`src/rtl/fir_audio_i2s_out.sv`:
```
// +----------------------------------------------------------------------------+
// | Module      : fir_audio_i2s_out                                            |
// | Description : Audio output stage for the FIR filter. Captures each filter  |
// |               word on rdy, rounds (half-up), shifts and saturates it to a  |
// |               signed OUT_W-bit sample, buffers samples in a small FIFO and |
// |               serialises them as mono-duplicated I2S stereo frames.        |
// | Ports       : clk        - system clock, rising edge                       |
// |               sclr       - asynchronous active-high reset                  |
// |               rdy, din   - filter output strobe and word                   |
// |               i2s_bclk   - DAC bit clock                                   |
// |               i2s_lrck   - word clock, 0 = left, 1 = right                 |
// |               i2s_sdata  - serial data, MSB first, one bclk after lrck     |
// |               fifo_level - FIFO occupancy 0..2^FIFO_AW                     |
// |               overflow   - sticky, a sample was dropped on a full FIFO     |
// |               underrun   - sticky, a frame started empty after playback   |
// | Revision    : 1.0 - initial release                                        |
// +----------------------------------------------------------------------------+
`timescale 1ns/1ps
`default_nettype none

module fir_audio_i2s_out #(
    parameter int DIN_W    = 36,
    parameter int OUT_W    = 16,
    parameter int SHIFT    = 17,
    parameter int FIFO_AW  = 3,
    parameter int BCLK_DIV = 2
) (
    input  logic               clk,
    input  logic               sclr,
    input  logic               rdy,
    input  logic [DIN_W-1:0]   din,
    output logic               i2s_bclk,
    output logic               i2s_lrck,
    output logic               i2s_sdata,
    output logic [FIFO_AW:0]   fifo_level,
    output logic               overflow,
    output logic               underrun
);

    localparam int RW    = DIN_W + 1;
    localparam int SR_W  = 2 * OUT_W;
    localparam int DEPTH = 2 ** FIFO_AW;
    localparam int DIV_W = (BCLK_DIV > 1) ? $clog2(BCLK_DIV) : 1;

    localparam logic [DIV_W-1:0]     c_DIV_LAST = DIV_W'(BCLK_DIV - 1);
    localparam logic signed [RW-1:0] c_HALF     = RW'(1) << (SHIFT - 1);
    localparam logic signed [RW-1:0] c_SMAX     = RW'((2 ** (OUT_W - 1)) - 1);
    // Bitwise inverse of 2^(OUT_W-1)-1 is -2^(OUT_W-1) in two's complement
    localparam logic signed [RW-1:0] c_SMIN     = ~c_SMAX;
    localparam logic [OUT_W-1:0]     c_OMAX     = {1'b0, {(OUT_W-1){1'b1}}};
    localparam logic [OUT_W-1:0]     c_OMIN     = {1'b1, {(OUT_W-1){1'b0}}};
    localparam logic [4:0]           c_CNT_LAST = 5'd31;

    // ------------------------------------------------------------------
    // Sample conversion pipeline: round on the rdy edge, saturate on the
    // next edge, FIFO write on the edge after that.
    // ------------------------------------------------------------------
    logic signed [RW-1:0] r_round;
    logic                 r_v1;
    logic [OUT_W-1:0]     r_sample;
    logic                 r_v2;
    logic signed [RW-1:0] w_shr;
    logic [OUT_W-1:0]     w_sat;

    assign w_shr = r_round >>> SHIFT;

    always_comb begin
        w_sat = w_shr[OUT_W-1:0];
        if (w_shr > c_SMAX) begin
            w_sat = c_OMAX;
        end else if (w_shr < c_SMIN) begin
            w_sat = c_OMIN;
        end
    end

    always_ff @(posedge clk or posedge sclr) begin
        if (sclr) begin
            r_round  <= '0;
            r_v1     <= 1'b0;
            r_sample <= '0;
            r_v2     <= 1'b0;
        end else begin
            r_v1 <= rdy;
            if (rdy) begin
                // Sign-extend by one bit so adding the half LSB cannot wrap
                r_round <= $signed({din[DIN_W-1], din}) + c_HALF;
            end
            r_v2 <= r_v1;
            if (r_v1) begin
                r_sample <= w_sat;
            end
        end
    end

    // ------------------------------------------------------------------
    // Bit clock divider
    // ------------------------------------------------------------------
    logic [DIV_W-1:0] r_div;
    logic             r_bclk;
    logic             w_div_end;
    logic             w_fall;

    assign w_div_end = (r_div == c_DIV_LAST);
    assign w_fall    = w_div_end & r_bclk;

    always_ff @(posedge clk or posedge sclr) begin
        if (sclr) begin
            r_div  <= '0;
            r_bclk <= 1'b0;
        end else if (w_div_end) begin
            r_div  <= '0;
            r_bclk <= ~r_bclk;
        end else begin
            r_div  <= r_div + DIV_W'(1);
        end
    end

    // ------------------------------------------------------------------
    // Sample FIFO. Pointers carry one extra wrap bit to tell full from
    // empty.
    // ------------------------------------------------------------------
    logic [OUT_W-1:0] r_mem [DEPTH];
    logic [FIFO_AW:0] r_wr_ptr;
    logic [FIFO_AW:0] r_rd_ptr;
    logic             w_empty;
    logic             w_full;
    logic             w_pop;
    logic             w_push;
    logic [OUT_W-1:0] w_rd_data;

    logic [4:0]       r_bit_cnt;
    logic [4:0]       w_cnt_next;
    logic             w_frame_start;

    assign w_cnt_next    = r_bit_cnt + 5'd1;
    assign w_frame_start = w_fall && (r_bit_cnt == c_CNT_LAST);

    assign w_empty   = (r_wr_ptr == r_rd_ptr);
    assign w_full    = (r_wr_ptr[FIFO_AW] != r_rd_ptr[FIFO_AW]) &&
                       (r_wr_ptr[FIFO_AW-1:0] == r_rd_ptr[FIFO_AW-1:0]);
    // Emptiness is judged before this edge's write: no write-to-pop bypass
    assign w_pop     = w_frame_start && !w_empty;
    // A full FIFO still accepts the write when the same edge pops a slot
    assign w_push    = r_v2 && (!w_full || w_pop);
    assign w_rd_data = r_mem[r_rd_ptr[FIFO_AW-1:0]];

    always_ff @(posedge clk) begin
        if (w_push) begin
            r_mem[r_wr_ptr[FIFO_AW-1:0]] <= r_sample;
        end
    end

    // ------------------------------------------------------------------
    // Frame sequencing, serialiser and status flags
    // ------------------------------------------------------------------
    logic [SR_W-1:0] r_sr;
    logic            r_lrck;
    logic            r_sdata;
    logic            r_played;
    logic            r_overflow;
    logic            r_underrun;

    always_ff @(posedge clk or posedge sclr) begin
        if (sclr) begin
            r_wr_ptr   <= '0;
            r_rd_ptr   <= '0;
            r_bit_cnt  <= '0;
            r_sr       <= '0;
            r_lrck     <= 1'b0;
            r_sdata    <= 1'b0;
            r_played   <= 1'b0;
            r_overflow <= 1'b0;
            r_underrun <= 1'b0;
        end else begin
            if (w_push) begin
                r_wr_ptr <= r_wr_ptr + (FIFO_AW+1)'(1);
            end
            if (w_pop) begin
                r_rd_ptr <= r_rd_ptr + (FIFO_AW+1)'(1);
            end
            if (r_v2 && w_full && !w_pop) begin
                r_overflow <= 1'b1;
            end

            if (w_fall) begin
                r_bit_cnt <= w_cnt_next;
                r_lrck    <= w_cnt_next[4];
                // Outgoing MSB leaves before the load, which yields the
                // one-bclk lag between lrck and the word MSB.
                r_sdata   <= r_sr[SR_W-1];
                if (w_frame_start) begin
                    if (w_pop) begin
                        r_sr     <= {w_rd_data, w_rd_data};
                        r_played <= 1'b1;
                    end else begin
                        r_sr <= '0;
                        if (r_played) begin
                            r_underrun <= 1'b1;
                        end
                    end
                end else begin
                    r_sr <= {r_sr[SR_W-2:0], 1'b0};
                end
            end
        end
    end

    assign i2s_bclk   = r_bclk;
    assign i2s_lrck   = r_lrck;
    assign i2s_sdata  = r_sdata;
    assign fifo_level = r_wr_ptr - r_rd_ptr;
    assign overflow   = r_overflow;
    assign underrun   = r_underrun;

endmodule

`default_nettype wire
```
`config.mk`:
```
export PLATFORM = sky130hd
export DESIGN_NAME = fir_audio_i2s_out
export DESIGN_NICKNAME = d
export VERILOG_FILES = /design/src/rtl/fir_audio_i2s_out.sv
export SDC_FILE = /design/constraint.sdc
export NUM_CORES = 1
export LEC_CHECK = 0
export CORE_UTILIZATION = 42
export DETAILED_ROUTE_END_ITERATION = 6
export PLACE_DENSITY = 0.6
export REMOVE_ABC_BUFFERS = 1
export SYNTH_ARGS = -nofsm -noshare
export SYNTH_HDL_FRONTEND = slang
export SYNTH_SLANG_ARGS = --single-unit
```
`constraint.sdc`:
```
create_clock -name clk -period 9 [get_ports clk]
set_input_delay 1.8 -clock clk [delete_from_list [all_inputs] [get_ports clk]]
set_output_delay 1.8 -clock clk [all_outputs]
set_load 0.01 [all_outputs]
```
==> results of run 1 <==
[synth_stat cells, drive strengths merged, types with 2 or more instances]
cell type  instances  area, µm²
nand3             24        120
mux2i             66        661
a22oi             32        240
and2               4       25.0
nor2              39        146
nor2b              2       12.5
and4               2       18.8
a21oi             46        230
a21o               3       22.5
nor3               9       45.0
clkbuf            31        116
ha                 8        100
inv               31        116
a31oi              3       18.8
xor2               8       70.1
nand2             56        210
mux2               3       33.8
edfxtp           128       3840
or3                2       12.5
nor3b             31        233
xnor2             18        158
buf                6       28.8
nand4              8       56.3
o22ai             15       93.8
dfrtp             89       2230
o21ai              6       30.0
nor4               5       37.5
and3               2       12.5
[per-layer routing]
layer	up-vias	share of wire
met1	2636	0.44
met5	-	0
met2	105	0.51
met4	0	0.012
met3	17	0.041
li1	2567	-
[cells by family (layout without fill, tap and decap cells)]
| family | Yosys count | after routing | synth area share |
|---|---|---|---|
| multiplexers | 69 | 69 | 0.0770 |
| buffers and inverters | 68 | 113 | 0.0290 |
| flip-flops | 217 | 217 | 0.673 |
| XOR/XNOR | 26 | 26 | 0.0253 |
| AO/OA/AOI/OAI | 110 | 110 | 0.0754 |
| AND/OR/NAND/NOR | 188 | 188 | 0.107 |
| adder cells (fa/ha/maj) | 9 | 9 | 0.0133 |
[per-stage QoR]
step                      cell area (µm²)  worst slack (ns)  std cells   util  total power, mW
after floorplan                      8870              3.88        650      -             1.42
after global placement               9680              5.14        967  0.460             1.56
after detailed placement             9680              5.11        967  0.460             1.57
after CTS                           10300              4.60       1007  0.492             2.40
after global routing                10300              4.52       1007  0.492             2.48
final                               10300              4.63       1007  0.492             2.38
[cells in the final DEF, fill, tap and decap left out, types with 3 or more instances in the layout]
master,count
edfxtp_1,128
dfrtp_1,88
mux2i_1,66
nand2_1,55
a21oi_1,46
nor2_1,39
a22oi_1,32
nor3b_1,31
clkdlybuf4s50_1,31
inv_1,30
nand3_1,24
clkbuf_16,23
xnor2_1,18
o22ai_1,15
buf_4,11
xor2_1,8
clkinv_2,8
ha_1,8
nand4_1,7
nor3_1,5
o21ai_0,5
and2_1,4
nor3_4,4
clkinv_1,4
nor4_1,3
a31oi_1,3
a21o_1,3
mux2_2,3
[registers in the layout, summed over array words and instances, names as in the netlist]
signal,flops
r_round,20
r_bit_cnt,5
r_div,1
r_sr,32
r_mem,128
i2s_sdata,1
i2s_bclk,1
r_v2,1
r_v1,1
r_wr_ptr,4
underrun,1
r_rd_ptr,4
overflow,1
r_sample,16
r_played,1
[path summary, 6_finish.rpt]
path | cells after the start | slack [ns] | from | to
max | 5 | 4.63 | r_wr_ptr[0] | fifo_level[2]
min | 1 | 0.45 | overflow | overflow
max reg2reg | 7 | 5.93 | r_bit_cnt[0] | r_mem[1][8]
min reg2reg | 1 | 0.45 | overflow | overflow
max in group asynchronous | 3 | 6.14 | sclr | r_rd_ptr[0]
min in group asynchronous | 2 | 1.68 | sclr | r_round[33]
[power groups by stage]
| stage | registers [mW] | clock network (mW) | logic [mW] |
|---|---|---|---|
| 5_1_grt | 1.29 | 0.892 | 0.298 |
| 4_1_cts | 1.28 | 0.849 | 0.277 |
| 3_5_place_dp | 1.30 | 0 | 0.275 |
| 6_report | 1.28 | 0.829 | 0.270 |
| 2_1_floorplan | 1.27 | 0 | 0.154 |
| 3_3_place_gp | 1.29 | 0 | 0.268 |
[layout make-up]
cell class	instances	share of cell area
Tap cell	275	0.0333
Sequential cell	217	0.588
Multi-Input combinational cell	402	0.266
Inverter	31	0.0114
Clock buffer	25	0.0564
Timing Repair Buffer	42	0.0380
Clock inverter	15	0.00738
[critical path, cell delays in order, from the launching register on]
cell             delay (ns)
dfrtp_1                0.62
inv_1                  0.10
ha_1                   0.24
fa_1                   0.38
xnor2_1                0.17
clkdlybuf4s50_1        0.56
==> flow_metrics.tcl, run 1 <==
set metrics [dict create \
    multi_input_area_mm2 0.00275 \
    via_per_inst 5.29 \
    ctsRootBufferMaster "clkbuf_16" \
    yosys.cell_types.count 43 \
    seqPwrFrac 0.538 \
    p_leak_nw 3.87 \
    setup_viol 0 \
    end_kind "output port" \
    grt_pass1_wl_mm 28.1 \
    rsz0062_at_grt "no" \
    grt_start_max_net_pins 68 \
    syn_area_per_cell_um2 13.1 \
    cp.arrival_ns 2.57 \
    fillers 1777 \
    fmax_mhz 229 \
    first_global_vias 5419 \
    fin_nets 764 \
    combinationalPowerShare 0.114 \
    start_util 0.429 \
    drive_gt1_frac 0.0874 \
    grt.overflow.total 0 \
    fin_worst_skew_ns 0.00764 \
    synthArstFlopShare 0.410 \
    die_height_um 149 \
    post-route-min-period_ns 4.37 \
    status "finished, final reports clean" \
    intPower_mw 1.77 \
    drc 0 \
    swShare 0.254 \
    cts_tree "built" \
    synth_cells 687 \
    totalWireLength_mm 17.5 \
    clk_latency_ns 0.50 \
    pin_count 48 \
    fin_crit_sh 0.486 \
    htree_levels 1 \
    cp.required_ns 7.20 \
    maxSlewHeadroom 0.259 \
    core-area_mm2 0.0210 \
    grt_busiest_layer "met2" \
    tightest_slew_ns 1.11 \
    yosysWarnings 0 \
    cts_num_sinks 217 \
    drtAntennaViolNets 0 \
    gp_congestion 0.783 \
    dp_hpwl_mm 10.5 \
    vdd_drop_max_v 0.000105 \
    first_pass_iters 4 \
    grt.met1_usage 0.206 \
    antenna_found_initial 0 \
    cap_viol_max_count 0 \
    startpoint_type "flop" \
    use_met3 0.0245 \
    row_count 53 \
    post_cts_resized 0 \
    num_antenna_cells 0 \
    ys_ff_latch 217 \
    postCtsSetupBuffers 0 \
    p_switching_mw 0.603 \
    syn_area_mm2 0.00902 \
    clockBufferDepth 3 \
    portBuffers 31 \
    power.density_mw_per_mm2 230 \
    holdWs_ns 0.453 \
    synth_edf_count 128 \
    synth_ff_type "edfxtp_1" \
    routedWlPerCell_um 17.4 \
    cts-buffers-inserted 22 \
    yosysSeqAreaShare 0.673 \
    vias 5325 \
    clk_pin_slew_worst_paths_ns 0.06 \
    crit_type "flop to output port" \
    slew_violations 0 \
    dieArea_mm2 0.0221 \
    critPathMaxFanout 8 \
    hold_buffers 0 \
    met2_usage 0.298 \
    ff_latch_area_mm2 0.00607 \
    hold_path.class "flop to flop" \
    pwr-share-clk 0.349 \
    grtUsageTotal 0.165 \
    tns_ns 0 \
    die_w_um 149 \
    drtIter0Drc 301 \
    syn2layout_area_growth_pct 14.7 \
    hold_viol_final 0 \
]
Power figures use the tool's default switching activity.
==> run 2: changes to the inputs <==
PLACE_DENSITY = 0.63   (was 0.6)
clock period = 4 ns   (was 9 ns; I/O delays follow)
==> run 2 against run 1 <==
Compared with the run above: critical path depth did not move; design area rose by 1.1%; first-iteration DRC count fell by 11%; via count rose by 0.54%; setup slack got worse by 4.0 ns; die area did not move; global-route usage fell by 0.48 points; clock skew rose by 0.0092 ns; sequential power rose by 120%; wire length fell by 2.2%; power rose by 130%; critical path type unchanged; highest routed layer unchanged.
==> flow_metrics.tcl, run 2 (synthesis gave the netlist of run 1 again) <==
set metrics [dict create \
    status "finished, final reports clean" \
    hold_path_depth 1 \
    drtIter0Drc 268 \
    first_pass_iters 4 \
    portBuffers 31 \
    postCtsSetupBuffers 0 \
    totalWireLength_mm 17.2 \
    via_per_inst 5.29 \
    post_cts_resized 0 \
    gp_congestion 0.819 \
    grt_start_max_net_pins 68 \
    startpoint_type "flop" \
    first_global_vias 5380 \
    vdd_drop_max_v 0.000288 \
    rsz0062_at_grt "no" \
    grt_pass1_wl_mm 27.6 \
    post-route-min-period_ns 3.37 \
    cp.arrival_ns 2.57 \
    start_util 0.429 \
    cp.depth 5 \
    drtAntennaViolNets 0 \
    multi_input_area_mm2 0.00275 \
    final_cell_count_no_fill 1012 \
    critPathLaunch "r_wr_ptr[0]" \
    ff_latch_area_mm2 0.00607 \
    grtUsageTotal 0.161 \
    r2r_setup_slack_ns 1.08 \
    largest_reg_flops 128 \
    hold_viol_final 0 \
    clockBufferDepth 3 \
    die_height_um 149 \
    fillers 1787 \
    dieArea_mm2 0.0221 \
    p_leak_nw 3.92 \
    placed_cells 970 \
    cp.required_ns 3.20 \
    layout_common_cells "edfxtp_1, dfrtp_1, mux2i_1" \
    vias 5354 \
    setup_viol 0 \
    cpPeakStageDelay_ns 0.62 \
    finalPower_mw 5.56 \
    final_common_cell "edfxtp_1" \
    clk_latency_ns 0.51 \
    path_buf_inv 2 \
    slew_violations 0 \
    cts_tree "built" \
    htree_levels 1 \
    end_kind "output port" \
    crit_chain "inv_1 > ha_1 > fa_1 > xnor2_1 > clkdlybuf4s50_1" \
    num_antenna_cells 0 \
    dpl_cell_area_mm2 0.00970 \
    cts-buffers-inserted 23 \
    fin_crit_sh 0.842 \
    core-area_mm2 0.0210 \
    pin_count 48 \
    hold_path.class "flop to flop" \
    hp-start "overflow" \
    die_w_um 149 \
    row_count 53 \
    antenna_found_initial 0 \
    routedWlPerCell_um 17.0 \
    power.density_mw_per_mm2 532 \
    r2r_start "r_wr_ptr[0]" \
    dp_hpwl_mm 10.8 \
    clk_pin_slew_worst_paths_ns 0.06 \
    fin_worst_skew_ns 0.0168 \
    cts_num_sinks 217 \
    hold_buffers 0 \
    drive_gt1_frac 0.0896 \
    tightest_slew_ns 1.13 \
    fin_nets 768 \
    cpMaxStageDelayCell "dfrtp_1" \
    cap_viol_max_count 0 \
    fmax_mhz 297 \
    final_area_mm2 0.0105 \
    maxSlewHeadroom 0.244 \
    syn2layout_area_growth_pct 15.9 \
    ctsRootBufferMaster "clkbuf_16" \
    drc 0 \
    crit_type "flop to output port" \
    critPathTopFamily "buffers and inverters" \
    rr_worst_depth 6 \
    grt.overflow.total 0 \
    critPathMaxFanout 8 \
]
-- run 2: worst paths after layout --
check | endpoint
min reg2reg | overflow
min | overflow
max reg2reg | r_mem[7][9]
min in group asynchronous | r_round[31]
max in group asynchronous | r_sr[7]
max | fifo_level[2]
-- run 2: layout make-up --
| type | instances | area share |
|---|---|---|
| multi-input cells | 402 | 0.263 |
| clock inverters | 12 | 0.0108 |
| repair buffers | 45 | 0.0397 |
| well taps | 275 | 0.0329 |
| flip-flops and latches | 217 | 0.581 |
| clock buffers | 30 | 0.0615 |
| inverters | 31 | 0.0113 |
-- run 2: per-stage QoR --
step	setup WS, ns	setup TNS (ns)	utilization	hold WS, ns
after floorplan	-1.12	-78.08	-	0.438
after detailed placement	1.09	0	0.461	0.446
after global routing	0.539	0	0.497	0.489
after CTS	0.607	0	0.497	0.457
after global placement	1.16	0	0.461	0.438
final	0.631	0	0.497	0.456
-- run 2: layer usage --
layer,global-route usage,share of wire
met4,0.0469,0.015
met3,0.0252,0.031
met2,0.267,0.49
met1,0.217,0.47
met5,0,0
-- run 2: report_power, final --
| part | internal [mW] | switching (mW) |
|---|---|---|
| clock | 1.26 | 0.824 |
| combinational | 0.244 | 0.362 |
| sequential | 2.71 | 0.166 |
| total | 4.21 | 1.35 |
